File: config.mk
export PLATFORM = sky130hd
export DESIGN_NAME = moa_sum_accum
export DESIGN_NICKNAME = d
export VERILOG_FILES = /design/src/rtl/moa_sum_accum_pkg.sv /design/src/rtl/moa_valid_dly.sv /design/src/rtl/moa_sum_accum.sv
export SDC_FILE = /design/constraint.sdc
export NUM_CORES = 1
export LEC_CHECK = 0
export ABC_AREA = 1
export CORE_MARGIN = 2
export CORE_UTILIZATION = 35
export DETAILED_ROUTE_END_ITERATION = 10
export SLEW_MARGIN = 10
export SYNTH_ARGS = -nofsm -noshare
export SYNTH_HDL_FRONTEND = slang
export SYNTH_SLANG_ARGS = --single-unit
File: constraint.sdc
create_clock -name clk -period 1.82 [get_ports clk]
set_input_delay 0.455 -clock clk [delete_from_list [all_inputs] [get_ports clk]]
set_output_delay 0.455 -clock clk [all_outputs]
set_load 0.03 [all_outputs]
File: src/rtl/moa_sum_accum_pkg.sv
// Shared definitions for the multi-operand adder family: adder result width,
// adder latency, operand count and the accumulator width derivation.
// Optional feature macro of moa_sum_accum: MOA_ACC_AVG_EN.
package moa_sum_accum_pkg;

  localparam int MOA_SUM_W     = 11;
  localparam int MOA_LAT_EDGES = 2;
  localparam int MOA_NUM_OPS   = 8;

  // Accumulating acc_len unsigned sums needs log2(acc_len) extra bits.
  function automatic int acc_width(input int sum_w, input int acc_len);
    return sum_w + $clog2(acc_len);
  endfunction

endpackage

File: src/rtl/moa_valid_dly.sv
// Valid delay line: dout is din delayed DEPTH clock edges.
// Async active-low reset; clear empties the whole line synchronously.
module moa_valid_dly #(
  parameter int DEPTH = 2
) (
  input  logic clk,
  input  logic rst_n,
  input  logic clear,
  input  logic din,
  output logic dout
);

  logic [DEPTH-1:0] line;

  // Shift din through DEPTH stages; stage 0 takes the fresh sample.
  always_ff @(posedge clk or negedge rst_n) begin
    if (!rst_n) begin
      line <= '0;
    end else if (clear) begin
      line <= '0;
    end else begin
      line[0] <= din;
      for (int i = 1; i < DEPTH; i++) begin
        line[i] <= line[i-1];
      end
    end
  end

  assign dout = line[DEPTH-1];

endmodule

File: src/rtl/moa_sum_accum.sv
// Accumulates ACC_LEN aligned adder sums into one block result and presents
// it on a valid/ready output with a one-entry holding register.
// Optional feature macro: MOA_ACC_AVG_EN (output the rounded block average).
//
// Output handshake: a transfer happens on an edge where out_valid && out_ready.
// out_data is held stable while out_valid && !out_ready. A block completing
// while the register is full and not draining is dropped and sets overrun.
module moa_sum_accum
  import moa_sum_accum_pkg::*;
#(
  parameter int SUM_W   = MOA_SUM_W,
  parameter int MOA_LAT = MOA_LAT_EDGES,
  parameter int ACC_LEN = 8,
  parameter int ACC_W   = acc_width(SUM_W, ACC_LEN)
) (
  input  logic             clk,
  input  logic             rst_n,
  input  logic             in_valid,
  input  logic [SUM_W-1:0] summ,
  input  logic             clear,
  output logic [ACC_W-1:0] out_data,
  output logic             out_valid,
  input  logic             out_ready,
  output logic             overrun
);

  localparam int CNT_W = $clog2(ACC_LEN);
  localparam logic [CNT_W-1:0] LAST = CNT_W'(ACC_LEN - 1);

  logic             v_al;
  logic [ACC_W-1:0] acc;
  logic [CNT_W-1:0] count;
  logic [ACC_W-1:0] final_sum;
  logic [ACC_W-1:0] result;
  logic             complete;
  logic             can_load;

  // The adder has no valid; rebuild alignment from the operand-side valid.
  moa_valid_dly #(
    .DEPTH (MOA_LAT)
  ) u_valid_dly (
    .clk   (clk),
    .rst_n (rst_n),
    .clear (clear),
    .din   (in_valid),
    .dout  (v_al)
  );

  // Block sum, completion detect and the value presented for a finished block.
  always_comb begin
    final_sum = acc + ACC_W'(summ);
    complete  = v_al && (count == LAST) && !clear;
    can_load  = !out_valid || out_ready;
`ifdef MOA_ACC_AVG_EN
    result = (final_sum + ACC_W'(ACC_LEN / 2)) >> CNT_W;
`else
    result = final_sum;
`endif
  end

  // Accumulator and sample counter; clear wins over completion.
  always_ff @(posedge clk or negedge rst_n) begin
    if (!rst_n) begin
      acc   <= '0;
      count <= '0;
    end else if (clear) begin
      acc   <= '0;
      count <= '0;
    end else if (v_al) begin
      if (count == LAST) begin
        acc   <= '0;
        count <= '0;
      end else begin
        acc   <= final_sum;
        count <= count + 1'b1;
      end
    end
  end

  // One-entry output register with valid/ready handshake.
  always_ff @(posedge clk or negedge rst_n) begin
    if (!rst_n) begin
      out_data  <= '0;
      out_valid <= 1'b0;
    end else if (complete && can_load) begin
      out_data  <= result;
      out_valid <= 1'b1;
    end else if (out_valid && out_ready) begin
      out_valid <= 1'b0;
    end
  end

  // Sticky drop flag, cleared only by reset or clear.
  always_ff @(posedge clk or negedge rst_n) begin
    if (!rst_n) begin
      overrun <= 1'b0;
    end else if (clear) begin
      overrun <= 1'b0;
    end else if (complete && !can_load) begin
      overrun <= 1'b1;
    end
  end

endmodule

# After elaboration in Yosys (flattened, before gate mapping)
# Index checks and enable logic that the tools add are counted.
[word_totals] elab_cells=32 input_bits=16 ff_bits=35 out_inout_bits=16
[classes] n_eq_ne=1 n_mux=11 n_addsub=2 reduce_logical=12
[op_table] cell="$mux W14" count=3
[op_table] cell="$add A14 B11 Y14" count=1
[op_table] cell="$mux W3" count=3
[op_table] cell="$reduce_bool A2 Y1" count=3
[op_table] cell="$logic_and A1 B1 Y1" count=5
[op_table] cell="$mux W1" count=4
[op_table] cell="$add A3 B1 Y3 const B" count=1
[op_table] cell="$eq A3 B3 Y1 const B" count=1
[op_table] cell="$logic_not A1 Y1" count=3
[op_table] cell="$mux W2" count=1
[op_table] cell="$logic_or A1 B1 Y1" count=1

# Depth between registers and ports, before layout
# Gate-level depths: netlist of the first run.
[depth] word_depth=6 depth_mapped=10 ltp_nobuf=10

# Cells and area by module
# Synthesis of the first run repeated with hierarchy kept, for this count alone.
[hier_totals] hier_cells=278 hier_area_um2=2109.5
[modules_own_cells] mod="moa_sum_accum" cells_per_inst=272 seq_area_each_um2=825.8 n_inst=1 area_per_inst_um2=2044.5
[modules_own_cells] mod="moa_valid_dly" cells_per_inst=6 seq_area_each_um2=50.0 n_inst=1 area_per_inst_um2=65.1

# Worst setup path before layout of the first run
# OpenSTA, ideal clock, no wires.
[synth_path] path_type="input to register" startpoint="input summ[0]" endpoint="register out_data[6]" t_arrival_ps=1683 setup_ps=117 cell_stages=9 required_time_ps=1703 n_path_buf=0 path_slack_ps=20 path_cell_list="ha_1 > fa_1 > nand3_1 > nand2_2 > nand2_1 > nand2_1 > or2_1 > nand3_1 > nand2_1"
[synth_via] elab_chain_cells=1
[synth_lines] element="start, declared" line_no="moa_sum_accum.sv:19" source="input logic [SUM_W-1:0] summ,"
[synth_lines] element="$add A14 B11 Y14" line_no="moa_sum_accum.sv:51" source="final_sum = acc + ACC_W'(summ);"
[synth_lines] element="end signal, assigned" line_no="moa_sum_accum.sv:86" source="out_data <= result;"
[synth_lines] element="end, declared" line_no="moa_sum_accum.sv:21" source="output logic [ACC_W-1:0] out_data,"
# Every way passes these cells.
# A chain may end at the register's enable or synchronous reset.

# Worst setup path after layout of the first run
[layout_path] startpoint="register out_data[2]" endpoint="output out_data[2]"
# No word-level cell between the ends.

==> metrics.md, run 1 <==
| Metric | Value |
|---|---|
| Status | `complete, no violations` |
| Area of the core | `0.00585 sq mm` |
| # DRC | `0` |
| Setup crit end kind | `primary output` |
| Max_cap viols | `0` |
| CP startpoint kind | `flip-flop` |
| Commonest non-fill, non-tap cell in the layout | `nand2_1` |
| Endpoints failing setup | `0` |
| Row count | `28` |
| Global-route wire length before repair | `just under 8000 um` |
| Share of the synthesized area in the top cell type | `41.7%` |
| Vias | `1,840` |
| Wire per inst | `11.8 um` |
| Clk_skew | `0.00942 ns` |
| Hold Crit Class | `flip-flop to flip-flop` |
| Wirelength, routed | `4780 um` |
| Final number of hold-violating endpoints | `0` |
| Critical path's top delay family | `buffers and inverters` |
| Netlist cell types | `28` |
| Area of the multi-input gates | `0.00122 sq mm` |
| Synth-to-Final Area Change | `39.6%` |
| Commonest cells after routing, fill and taps aside | `nand2_1 (108), dfrtp_1 (35), inv_1 (34), nand3_1 (21)` |
| CTS tree | `done` |
| RSZ-0062 raised after global routing | `true` |
| Count of boundary I/O pins | `32` |
| DP Worst Slack | `-0.452 ns` |
| Final setup margin | `0.0413 ns` |
| Die ar. | `about 0.0066 sq mm` |
| Mean Syn Cell Area | `7.56 sq um` |
| Worst EP arrival | `1.32 ns` |
| Vias per Instance | `4.52` |
| Critical path type | `flip-flop to primary output` |
| IO Port Bufs | `31` |
| CTS buffer count | `5` |
| CP peak stage delay | `0.67 ns` |
| Die Height | `between 80 and 90 um` |
| Fraction of layout cells with a size suffix above 1 | `18.4%` |
| Final worst-path cycle share | `between 90% and 100%` |
| Fmax | `roughly 560 MHz` |
| DP HPWL | `about 3500 um` |
| Inst Count DP | `396` |
| Syn_nets | `308` |
| Critical path data required time | `1.36 ns` |
| CP Cell Sequence | `clkdlybuf4s50_1` |
| Post-DRT Antenna Nets | `0` |
| Worst path slowest cell | `clkdlybuf4s50_1` |
| Design Area, Final | `slightly below 0.003 sq mm` |
| H-tree depth | `2` |
| P per Cell Area | `572 mW/mm^2` |
| Synth area leaders | `dfrtp_1 (42%), nand2_1 (20%), ha_1 (7.7%), inv_1 (6.1%), nand3_1 (5.7%)` |
| GR Overflow Total | `0` |
| Hold buffer count at cts | `0` |
| Ys Warns | `0` |
| CTS clk-pin slew, worst paths | `approximately 0.08 ns` |
| Sequential Area | `876 sq um` |
| Clk Latency, worst-skew pair | `0.30 ns` |
| Placer Congestion | `just over 0.9` |
| Seq/Total Area, Yosys | `a little over two fifths` |
| Synth Instances | `278` |
| Slew margin rel. | `78.5%` |
| #FFs+latches synth | `35` |
| Initial antenna violation count | `0` |
| Mapped Area | `roughly 0.0021 sq mm` |
| CP Max Fanout | `2` |
| Buffer levels on the longest clock path | `2` |
| Lkg Pwr | `1.69 nW` |
| CTS root buffer | `clkbuf_8` |
| Number of global-route vias before repair | `1,777` |
| Initial Util | `35.9%` |
| Slew @ Worst Pin | `~0.32 ns` |
| Buf/Inv on CP | `1` |
| Number of antenna diodes | `0` |
| GRT Util Overall | `15.9%` |
| Number of DRC markers in iteration 0 | `between 100 and 150` |
| Drt first pass iters | `4` |
| Max Slew Vio Count | `0` |
| Maximum vdd drop | `between 0.2 and 0.25 mV` |
| Fin crit period | `approximately 1.8 ns` |
| Placed Area | `0.00263 sq mm` |
| Post-Layout Cell Count | `roughly 410` |
| Layout Nets | `361` |
| Filler Cells Inserted | `535` |
| Die span in x | `about 80 um` |
| Post-synth top area cell | `dfrtp_1` |
| Final core occ | `50.2%` |
| Clock Sinks | `35` |
| Largest net degree at the start of global routing | `36` |
layer usage:
metal,global-route usage [%],vias to the layer above,part of all wire (%)
li1,-,977,-
met1,21.1,830,51
met2,24.6,27,44
met3,3.74,6,3.2
met4,7.12,0,2.0
met5,0,-,0
final cells by class:
| type | count | area share [%] |
|---|---|---|
| inverter | 37 | 4.73 |
| multi-input combinational | 203 | 41.6 |
| sequential | 35 | 29.8 |
| timing repair buffer | 49 | 17.7 |
| tap | 75 | 3.20 |
| clock buffer | 6 | 2.47 |
| clock inverter | 2 | 0.426 |
metrics by stage:
stage	power, W	setup TNS [ns]	hold slack [ns]
6_report	0.00168	0	0.474
5_1_grt	0.00177	-0.00627	0.498
4_1_cts	0.00166	0	0.477
3_5_place_dp	0.00107	-7.48	0.462
3_3_place_gp	0.00107	-7.18	0.455
2_1_floorplan	0.000957	0	0.159
flip-flops by register name (all words and copies together), names as in the netlist:
name	count
count	3
out_valid	1
overrun	1
u_valid_dly.line	2
out_data	14
acc	14
path summary, 6_finish.rpt:
kind,endpoint,cells after the start,slack [ns],start
min reg2reg,u_valid_dly.line[1],2,0.47,u_valid_dly.line[0]
max in group asynchronous,out_data[10],2,1.11,rst_n
max,out_data[2],1,0.04,out_data[2]
min in group asynchronous,u_valid_dly.line[0],2,0.52,rst_n
min,u_valid_dly.line[1],2,0.47,u_valid_dly.line[0]
max reg2reg,out_data[6],9,0.10,acc[0]
what timing repair did:
item,CTS,global route
buffers inserted,2,1
resized for setup,6,34
setup endpoints to repair,10,31
gates cloned,0,0
pin swaps,4,6
where the power goes:
group	leakage [nW]	switching (W)	internal, W
Clock	0.0412	0.000304	0.000268
Sequential	0.485	0.0000144	0.000791
Combinational	1.17	0.000159	0.000142
Total	1.69	0.000478	0.00120
cells in the mapped netlist:
cell type  instances
inv_1             34
nor3_1             1
xnor2_1            3
o21ai_0            6
fa_1               1
nand2_2            2
clkbuf_8           1
buf_6              1
and2_1             1
nand3_1           24
nand4_1            3
ha_1              13
xor2_1             3
o21ai_2            6
inv_2              3
o21ai_1            2
a21oi_1            4
a22o_1             1
nor2_1            15
nand2_1          110
buf_2              1
a31oi_1            1
or2_1              1
nand3b_1           1
nor2_2             1
dfrtp_1           35
nor2_4             2
nand3_2            2
logic make-up after synthesis:
group	after synthesis	share of synthesized area [%]
and+or+nand+nor	163	33.0
buffers and inverters	40	8.04
DFF	35	41.7
AOI/OAI and AO/OA	20	6.07
adders and majority gates	14	8.69
xor gates and xnor gates	6	2.50
worst register-to-register path, cell delays in order, from the launching register on:
cell     delay, ns
dfrtp_1       0.39
ha_2          0.21
fa_2          0.40
nand3_2       0.09
nand2_4       0.06
nand2_1       0.06
nand2_1       0.05
or2_1         0.24
nand3_1       0.07
nand2_1       0.05
No activity file was read; power rests on OpenSTA's default activity.
==> run 2: changes to the inputs <==
--- a/config.mk
+++ b/config.mk
@@ -9,6 +9,7 @@
 export CORE_MARGIN = 2
 export CORE_UTILIZATION = 35
 export DETAILED_ROUTE_END_ITERATION = 10
+export RECOVER_POWER = 100
 export SLEW_MARGIN = 10
 export SYNTH_ARGS = -nofsm -noshare
 export SYNTH_HDL_FRONTEND = slang
==> constraint.sdc (replaced) <==
create_clock -name clk -period 1.82 [get_ports clk]
set_input_delay 0.364 -clock clk [delete_from_list [all_inputs] [get_ports clk]]
set_output_delay 0.364 -clock clk [all_outputs]
set_load 0.03 [all_outputs]
==> run 2 against run 1 <==
  * Combinational power shrank 7.6%
  * Maximum frequency increased by 1.7%
  * Clock power up 27%
  * Non-clock buffer count up 3
  * Highest routed layer unchanged
  * Sequential power down 0.5%
  * First-iteration DRC count fell by 39%
  * Sequential share of layout area up 1.2 points
  * Utilization decreased by 1.9 points
  * Global-route usage up 0.14 points
  * Critical endpoint is now out_data[9]
  * Setup slack improved by 0.029 ns
==> metrics.md, run 2 (synthesized netlist as in run 1, its figures left out) <==
| Metric | Value |
|---|---|
| Synth-to-Final Area Change | `34.3% (was 39.6%)` |
| Layout Nets | `364 (was 361)` |
| Maximum vdd drop | `0.491 mV (was 0.244 mV)` |
| Fin crit period | `1.75 ns (was 1.78 ns)` |
| Slew @ Worst Pin | `0.900 ns (was 0.322 ns)` |
| Drt first pass iters | `4 (unchanged)` |
| Wire per inst | `11.6 um (was 11.8 um)` |
| Count of boundary I/O pins | `32 (unchanged)` |
| IO Port Bufs | `31 (unchanged)` |
| Top Registers | `acc (14), out_data (14), count (3) (unchanged)` |
| CTS clk-pin slew, worst paths | `0.08 ns (about the same)` |
| Filler Cells Inserted | `566 (was 535)` |
| Final worst-path cycle share | `96.1% (was 97.7%)` |
| # DRC | `0 (unchanged)` |
| Clock share of power | `40.2% (was 34.1%)` |
| Number of global-route vias before repair | `1,838 (was 1,777)` |
| Fmax | `571 MHz (was 562 MHz)` |
| CTS root buffer | `clkbuf_8 (unchanged)` |
| Lkg Pwr | `1.51 nW (was 1.69 nW)` |
| Top sig layer | `met4 (unchanged)` |
| Initial Util | `35.9% (unchanged)` |
| Inst Count DP | `399 (was 396)` |
| Critical path type | `flip-flop to primary output (unchanged)` |
| CP Cell Sequence | `dlygate4sd3_1 (was clkdlybuf4s50_1)` |
| CTS buffer count | `5 (unchanged)` |
| Die ar. | `0.00664 sq mm (unchanged)` |
| Number of DRC markers in iteration 0 | `73 (was 119)` |
| Clk Latency, worst-skew pair | `0.30 ns (about the same)` |
| Wirelength, routed | `4770 um (was 4780 um)` |
| Clk_skew | `0.0126 ns (was 0.00942 ns)` |
| Met3 wire len | `181 um (was 151 um)` |
| Sequential Area | `876 sq um (unchanged)` |
| Hold Crit Class | `flip-flop to flip-flop (unchanged)` |
| Clock Sinks | `35 (unchanged)` |
| Initial antenna violation count | `0 (unchanged)` |
| Commonest non-fill, non-tap cell in the layout | `nand2_1 (unchanged)` |
| Post-DRT Antenna Nets | `0 (unchanged)` |
| Buffer levels on the longest clock path | `2 (unchanged)` |
| Slew margin rel. | `40.0% (was 78.5%)` |
| CTS tree | `done (unchanged)` |
| Share of power burned in registers | `44.3% (was 48.0%)` |
| CP Max Fanout | `2 (unchanged)` |
| Sw Share | `26.3% (was 28.5%)` |
| Status | `complete, no violations (unchanged)` |
| Commonest cells after routing, fill and taps aside | `nand2_1 (108), inv_1 (35), dfrtp_1 (35), nand3_1 (23), clkdlybuf4s50_1 (22) (was nand2_1 (108), dfrtp_1 (35), inv_1 (34), nand3_1 (21))` |
| CP peak stage delay | `0.74 ns (was 0.67 ns)` |
| Final number of hold-violating endpoints | `0 (unchanged)` |
| WHS | `0.472 ns (was 0.474 ns)` |
| Max Slew Vio Count | `0 (unchanged)` |
| Setup crit end kind | `primary output (unchanged)` |
| Buf/Inv on CP | `1 (unchanged)` |
| Die span in x | `81.5 um (unchanged)` |
| Metal2 WL | `2150 um (was 2100 um)` |
| Vias | `1,862 (was 1,840)` |
| Fraction of layout cells with a size suffix above 1 | `16.1% (was 18.4%)` |
| Largest net degree at the start of global routing | `36 (unchanged)` |
| Setup TNS Final | `0 ns (unchanged)` |
| Global-route wire length before repair | `8190 um (was 7950 um)` |
| Max_cap viols | `0 (unchanged)` |
| Hold buffer count at cts | `0 (unchanged)` |
| Cell internal pwr | `0.00133 W (was 0.00120 W)` |
| GRT Util Overall | `16.0% (was 15.9%)` |
| Number of antenna diodes | `0 (unchanged)` |
| Post-Layout Cell Count | `410 (was 407)` |
| Vias per Instance | `4.54 (was 4.52)` |
| DRT met1 WL | `2350 um (was 2440 um)` |
| Placer Congestion | `0.933 (was 0.911)` |
| Worst EP arrival | `1.39 ns (was 1.32 ns)` |
| Critical path's top delay family | `buffers and inverters (unchanged)` |
| Critical path data required time | `1.46 ns (was 1.36 ns)` |
| P per Cell Area | `641 mW/mm^2 (was 572 mW/mm^2)` |
| Area of the core | `0.00585 sq mm (unchanged)` |
| Net Sw Power | `0.000477 W (was 0.000478 W)` |
| Area of the multi-input gates | `0.00112 sq mm (was 0.00122 sq mm)` |
| H-tree depth | `2 (unchanged)` |
| Row count | `28 (unchanged)` |
| Endpoints failing setup | `0 (unchanged)` |
| CP startpoint kind | `flip-flop (unchanged)` |
| GR Overflow Total | `0 (unchanged)` |
| DP HPWL | `3660 um (was 3520 um)` |
| Combinational share of power | `15.4% (was 18.0%)` |
| Worst path slowest cell | `dlygate4sd3_1 (was clkdlybuf4s50_1)` |
| Die Height | `81.5 um (unchanged)` |
==> run 2: cell count changes in the layout (fill, tap and decap cells not counted), moves of 2 or more <==
cell             before  now
nor2_4                3    1
dlymetal6s2s_1       15    1
ha_2                  1    3
ha_1                  3    7
buf_4                15   18
nor2_1               13   16
dlygate4sd3_1         0    8
clkdlybuf4s50_1      15   22
nand3_2               5    3
nand3_1              21   23
buf_12                3    1
ha_4                  9    3
==> run 2: worst paths after layout <==
| kind | from | to | slack [ns] | cells past startpoint |
|---|---|---|---|---|
| worst min register to register | u_valid_dly.line[0] | u_valid_dly.line[1] | 0.47 | 2 |
| max in group asynchronous | rst_n | acc[7] | 0.54 | 2 |
| min in group asynchronous | rst_n | overrun | 0.72 | 2 |
| worst min-delay path | u_valid_dly.line[0] | u_valid_dly.line[1] | 0.47 | 2 |
| worst max register to register | acc[0] | acc[4] | 0.08 | 7 |
| worst max-delay path | out_data[9] | out_data[9] | 0.07 | 1 |
==> run 2: metal layers <==
| layer | vias up | global-route usage (%) |
|---|---|---|
| met5 | - | 0 |
| met4 | 0 | 5.08 |
| met3 | 7 | 3.41 |
| met2 | 34 | 25.9 |
| met1 | 839 | 21.5 |
| li1 | 982 | - |
==> run 2: repair_timing <==
action | CTS | global route
setup buffers | 0 | 3
pin swaps | 0 | 6
endpoints found under the setup margin | 6 | 13
gates resized for setup | 2 | 13
==> run 2: cell type report <==
type | count | area share, %
Timing Repair Buffer | 52 | 16.9
Tap cell | 75 | 3.32
Inverter | 37 | 4.92
Sequential cell | 35 | 31.0
Clock buffer | 5 | 2.44
Clock inverter | 3 | 1.68
Multi-Input combinational cell | 203 | 39.7
==> run 2: worst min-delay path: cells and delay by family (launching register included) <==
kind          cells  cell delay (ns)
flops             1             0.36
buf+inv           1             0.05
simple gates      1             0.03
==> run 2: power groups by stage <==
| stage | sequential, W | clock [W] | combinational [W] |
|---|---|---|---|
| after floorplan | 0.000814 | 0 | 0.000143 |
| after global placement | 0.000816 | 0 | 0.000265 |
| after detailed placement | 0.000817 | 0 | 0.000267 |
| after CTS | 0.000801 | 0.000750 | 0.000269 |
| after global routing | 0.000805 | 0.000777 | 0.000318 |
| final | 0.000802 | 0.000728 | 0.000279 |
==> run 2: per-stage QoR <==
step | setup slack (ns) | cell area [sq um] | util (%) | power (W)
after floorplan | 0.111 | 2100 | - | 0.000957
after global placement | -0.362 | 2620 | 44.8 | 0.00108
after detailed placement | -0.383 | 2620 | 44.8 | 0.00108
after CTS | 0.0112 | 2750 | 46.9 | 0.00182
after global routing | -0.000479 | 2820 | 48.2 | 0.00190
final | 0.0702 | 2820 | 48.2 | 0.00181
==> run 3: changes to the inputs <==
==> constraint.sdc (replaced) <==
create_clock -name clk -period 1.9 [get_ports clk]
set_input_delay 0.38 -clock clk [delete_from_list [all_inputs] [get_ports clk]]
set_output_delay 0.38 -clock clk [all_outputs]
set_load 0.03 [all_outputs]
==> run 3 against run 2 <==
  * Routed wire length shrank 0.69%
  * Clock power shrank 6.5%
  * Combinational power shrank 9.7%
  * Via count shrank 0.81%
  * Cell count shrank 0.49%
  * Utilization shrank 2.0 points
  * Design area shrank 4.2%
  * Total power shrank 6.0%
  * Sequential share of layout area grew 1.4 points
  * Sequential cell count is the same
  * Highest routed layer unchanged
==> metrics.md, run 3 (synthesized netlist as in run 1, its figures left out) <==
| Metric | Value |
|---|---|
| CTS clk-pin slew, worst paths | `0.07 ns (was 0.08 ns)` |
| Commonest non-fill, non-tap cell in the layout | `nand2_1 (unchanged)` |
| Max_cap viols | `0 (unchanged)` |
| Vias | `1,847 (was 1,862)` |
| Number of global-route vias before repair | `1,908 (was 1,838)` |
| Final worst-path cycle share | `around 94%` |
| Maximum vdd drop | `0.330 mV (was 0.491 mV)` |
| R2R depth | `9 (was 7)` |
| Post-DRT Antenna Nets | `0 (unchanged)` |
| CTS tree | `done (unchanged)` |
| Final core occ | `46.2% (was 48.2%)` |
| WHS | `0.471 ns (was 0.472 ns)` |
| Number of DRC markers in iteration 0 | `118 (was 73)` |
| Clock Sinks | `35 (unchanged)` |
| Layout Nets | `362 (was 364)` |
| Area of the multi-input gates | `0.00104 sq mm (was 0.00112 sq mm)` |
| Critical path's top delay family | `simple AND/OR/NAND/NOR gates (was buffers and inverters)` |
| Fraction of layout cells with a size suffix above 1 | `11.4% (was 16.1%)` |
| Flop2flop setup slack | `0.20 ns (was 0.08 ns)` |
| Max Slew Vio Count | `0 (unchanged)` |
| Global-route wire length before repair | `8420 um (was 8190 um)` |
| # DRC | `0 (unchanged)` |
| Vias per Instance | `4.53 (was 4.54)` |
| Synth-to-Final Area Change | `28.6% (was 34.3%)` |
| Count of boundary I/O pins | `32 (unchanged)` |
| Commonest cells after routing, fill and taps aside | `nand2_1 (111), dfrtp_1 (35), inv_1 (34), nand3_1 (25), dlygate4sd3_1 (18) (was nand2_1 (108), inv_1 (35), dfrtp_1 (35), nand3_1 (23), clkdlybuf4s50_1 (22))` |
| CP Cell Sequence | `clkdlybuf4s50_1 > ha_2 > fa_2 > nand3_1 > nand2_2 > nand2_1 > nand2_1 > or2_1 > nand3_1 > nand2_1 (was dlygate4sd3_1)` |
| Area of the core | `0.00585 sq mm (unchanged)` |
| Row count | `28 (unchanged)` |
| Number of antenna diodes | `0 (unchanged)` |
| Die ar. | `0.00664 sq mm (unchanged)` |
| CP Max Fanout | `4 (was 2)` |
| Critical path type | `input port to flip-flop (was flip-flop to primary output)` |
| Final number of hold-violating endpoints | `0 (unchanged)` |
| Worst EP arrival | `1.98 ns (was 1.39 ns)` |
| Lkg Pwr | `1.51 nW (about the same)` |
| Die span in x | `81.5 um (unchanged)` |
| Filler Cells Inserted | `600 (was 566)` |
| CP peak stage delay | `0.41 ns (was 0.74 ns)` |
| Initial Util | `35.9% (unchanged)` |
| Status | `complete, no violations (unchanged)` |
| Fin crit period | `1.79 ns` |
| Hold path cells | `2 (unchanged)` |
| Initial antenna violation count | `0 (unchanged)` |
| H-tree depth | `2 (unchanged)` |
| DP HPWL | `3630 um (was 3660 um)` |
| CP startpoint kind | `input port (was flip-flop)` |
| Final setup margin | `0.110 ns (was 0.0702 ns)` |
| CTS buffer count | `5 (unchanged)` |
| CTS root buffer | `clkbuf_8 (unchanged)` |
| DP Worst Slack | `-0.318 ns (was -0.383 ns)` |
| GR Overflow Total | `0 (unchanged)` |
| Endpoints failing setup | `0 (unchanged)` |
| Hold Crit Class | `flip-flop to flip-flop (unchanged)` |
| Most used cell, CP | `nand2_1` |
| Wirelength, routed | `4730 um (was 4770 um)` |
| Buffer levels on the longest clock path | `2 (unchanged)` |
| Fmax | `approximately 560 MHz` |
| Drt first pass iters | `4 (unchanged)` |
| Wire per inst | `11.6 um (about the same)` |
| Levels on crit path | `10 (was 1)` |
| GRT Util Overall | `16.7% (was 16.0%)` |
| Clk Latency, worst-skew pair | `0.30 ns (about the same)` |
| Setup crit end kind | `flip-flop (was primary output)` |
| Sequential Area | `876 sq um (unchanged)` |
| RSZ-0062 raised after global routing | `false` |
| Buf/Inv on CP | `1 (unchanged)` |
| Slew margin rel. | `40.4% (was 40.0%)` |
| Largest net degree at the start of global routing | `36 (unchanged)` |
| Clk_skew | `0.00827 ns (was 0.0126 ns)` |
| IO Port Bufs | `31 (unchanged)` |
| Critical path data required time | `2.09 ns (was 1.46 ns)` |
| Top Registers | `acc (14), out_data (14), count (3) (unchanged)` |
| Slew @ Worst Pin | `0.894 ns (was 0.900 ns)` |
| Placer Congestion | `0.933 (about the same)` |
| P per Cell Area | `629 mW/mm^2 (was 641 mW/mm^2)` |
| Die Height | `81.5 um (unchanged)` |
| Worst path slowest cell | `clkdlybuf4s50_1 (was dlygate4sd3_1)` |
-- run 3: cell count changes in the layout (fill, tap and decap cells not counted), moves of 3 or more --
cell	delta
buf_4	-3
clkdlybuf4s50_1	-9
ha_1	+4
ha_4	-3
o21ai_0	+3
nand2_1	+3
dlygate4sd3_1	+10
-- run 3: worst paths after layout --
check,start,to
min,u_valid_dly.line[0],u_valid_dly.line[1]
min in group asynchronous,rst_n,u_valid_dly.line[0]
max in group asynchronous,rst_n,acc[7]
max,summ[0],out_data[6]
min reg2reg,u_valid_dly.line[0],u_valid_dly.line[1]
max reg2reg,acc[0],out_data[6]
-- run 3: what timing repair did --
item	4_1_cts	5_1_grt
setup buffers	0	1
endpoints found under the setup margin	2	5
hold buffers	0	0
hold endpoints to repair	0	0
pin swaps	0	2
resized for setup	1	3
-- run 3: area by class of cell --
type,count,area share [%]
multi-input cells,203,38.5
flip-flops and latches,35,32.4
repair buffers,50,16.3
inverters,37,5.14
well taps,75,3.47
clock buffers,5,2.55
clock inverters,3,1.62
-- run 3: routing by layer --
| metal | up-vias | GRT usage [%] | wire (um) |
|---|---|---|---|
| met5 | - | 0 | 0 |
| met4 | 0 | 7.12 | 99 |
| met3 | 9 | 4.40 | 148 |
| met2 | 33 | 26.8 | 2100 |
| met1 | 824 | 21.4 | 2390 |
| li1 | 981 | - | - |
-- run 3: tightest hold or removal path, cell delays in order, from the launching register on --
cell and delay, ns:
dfrtp_1 0.33, inv_1 0.03, nor2_1 0.07
-- run 3: report_power, final --
group,internal (W),leakage (nW),switching [W],total (W)
combinational,0.000112,0.966,0.000140,0.000252
clock,0.000391,0.0581,0.000291,0.000681
sequential,0.000758,0.485,0.00000944,0.000767
total,0.00126,1.51,0.000440,0.00170
-- run 3: through the flow --
step,instance area (sq um),setup TNS [ns],power [W],cells
2_1_floorplan,2100,0,0.000917,278
3_3_place_gp,2620,-3.46,0.00104,399
3_5_place_dp,2620,-3.89,0.00104,399
4_1_cts,2740,0,0.00174,407
5_1_grt,2700,0,0.00179,408
6_report,2700,0,0.00170,408
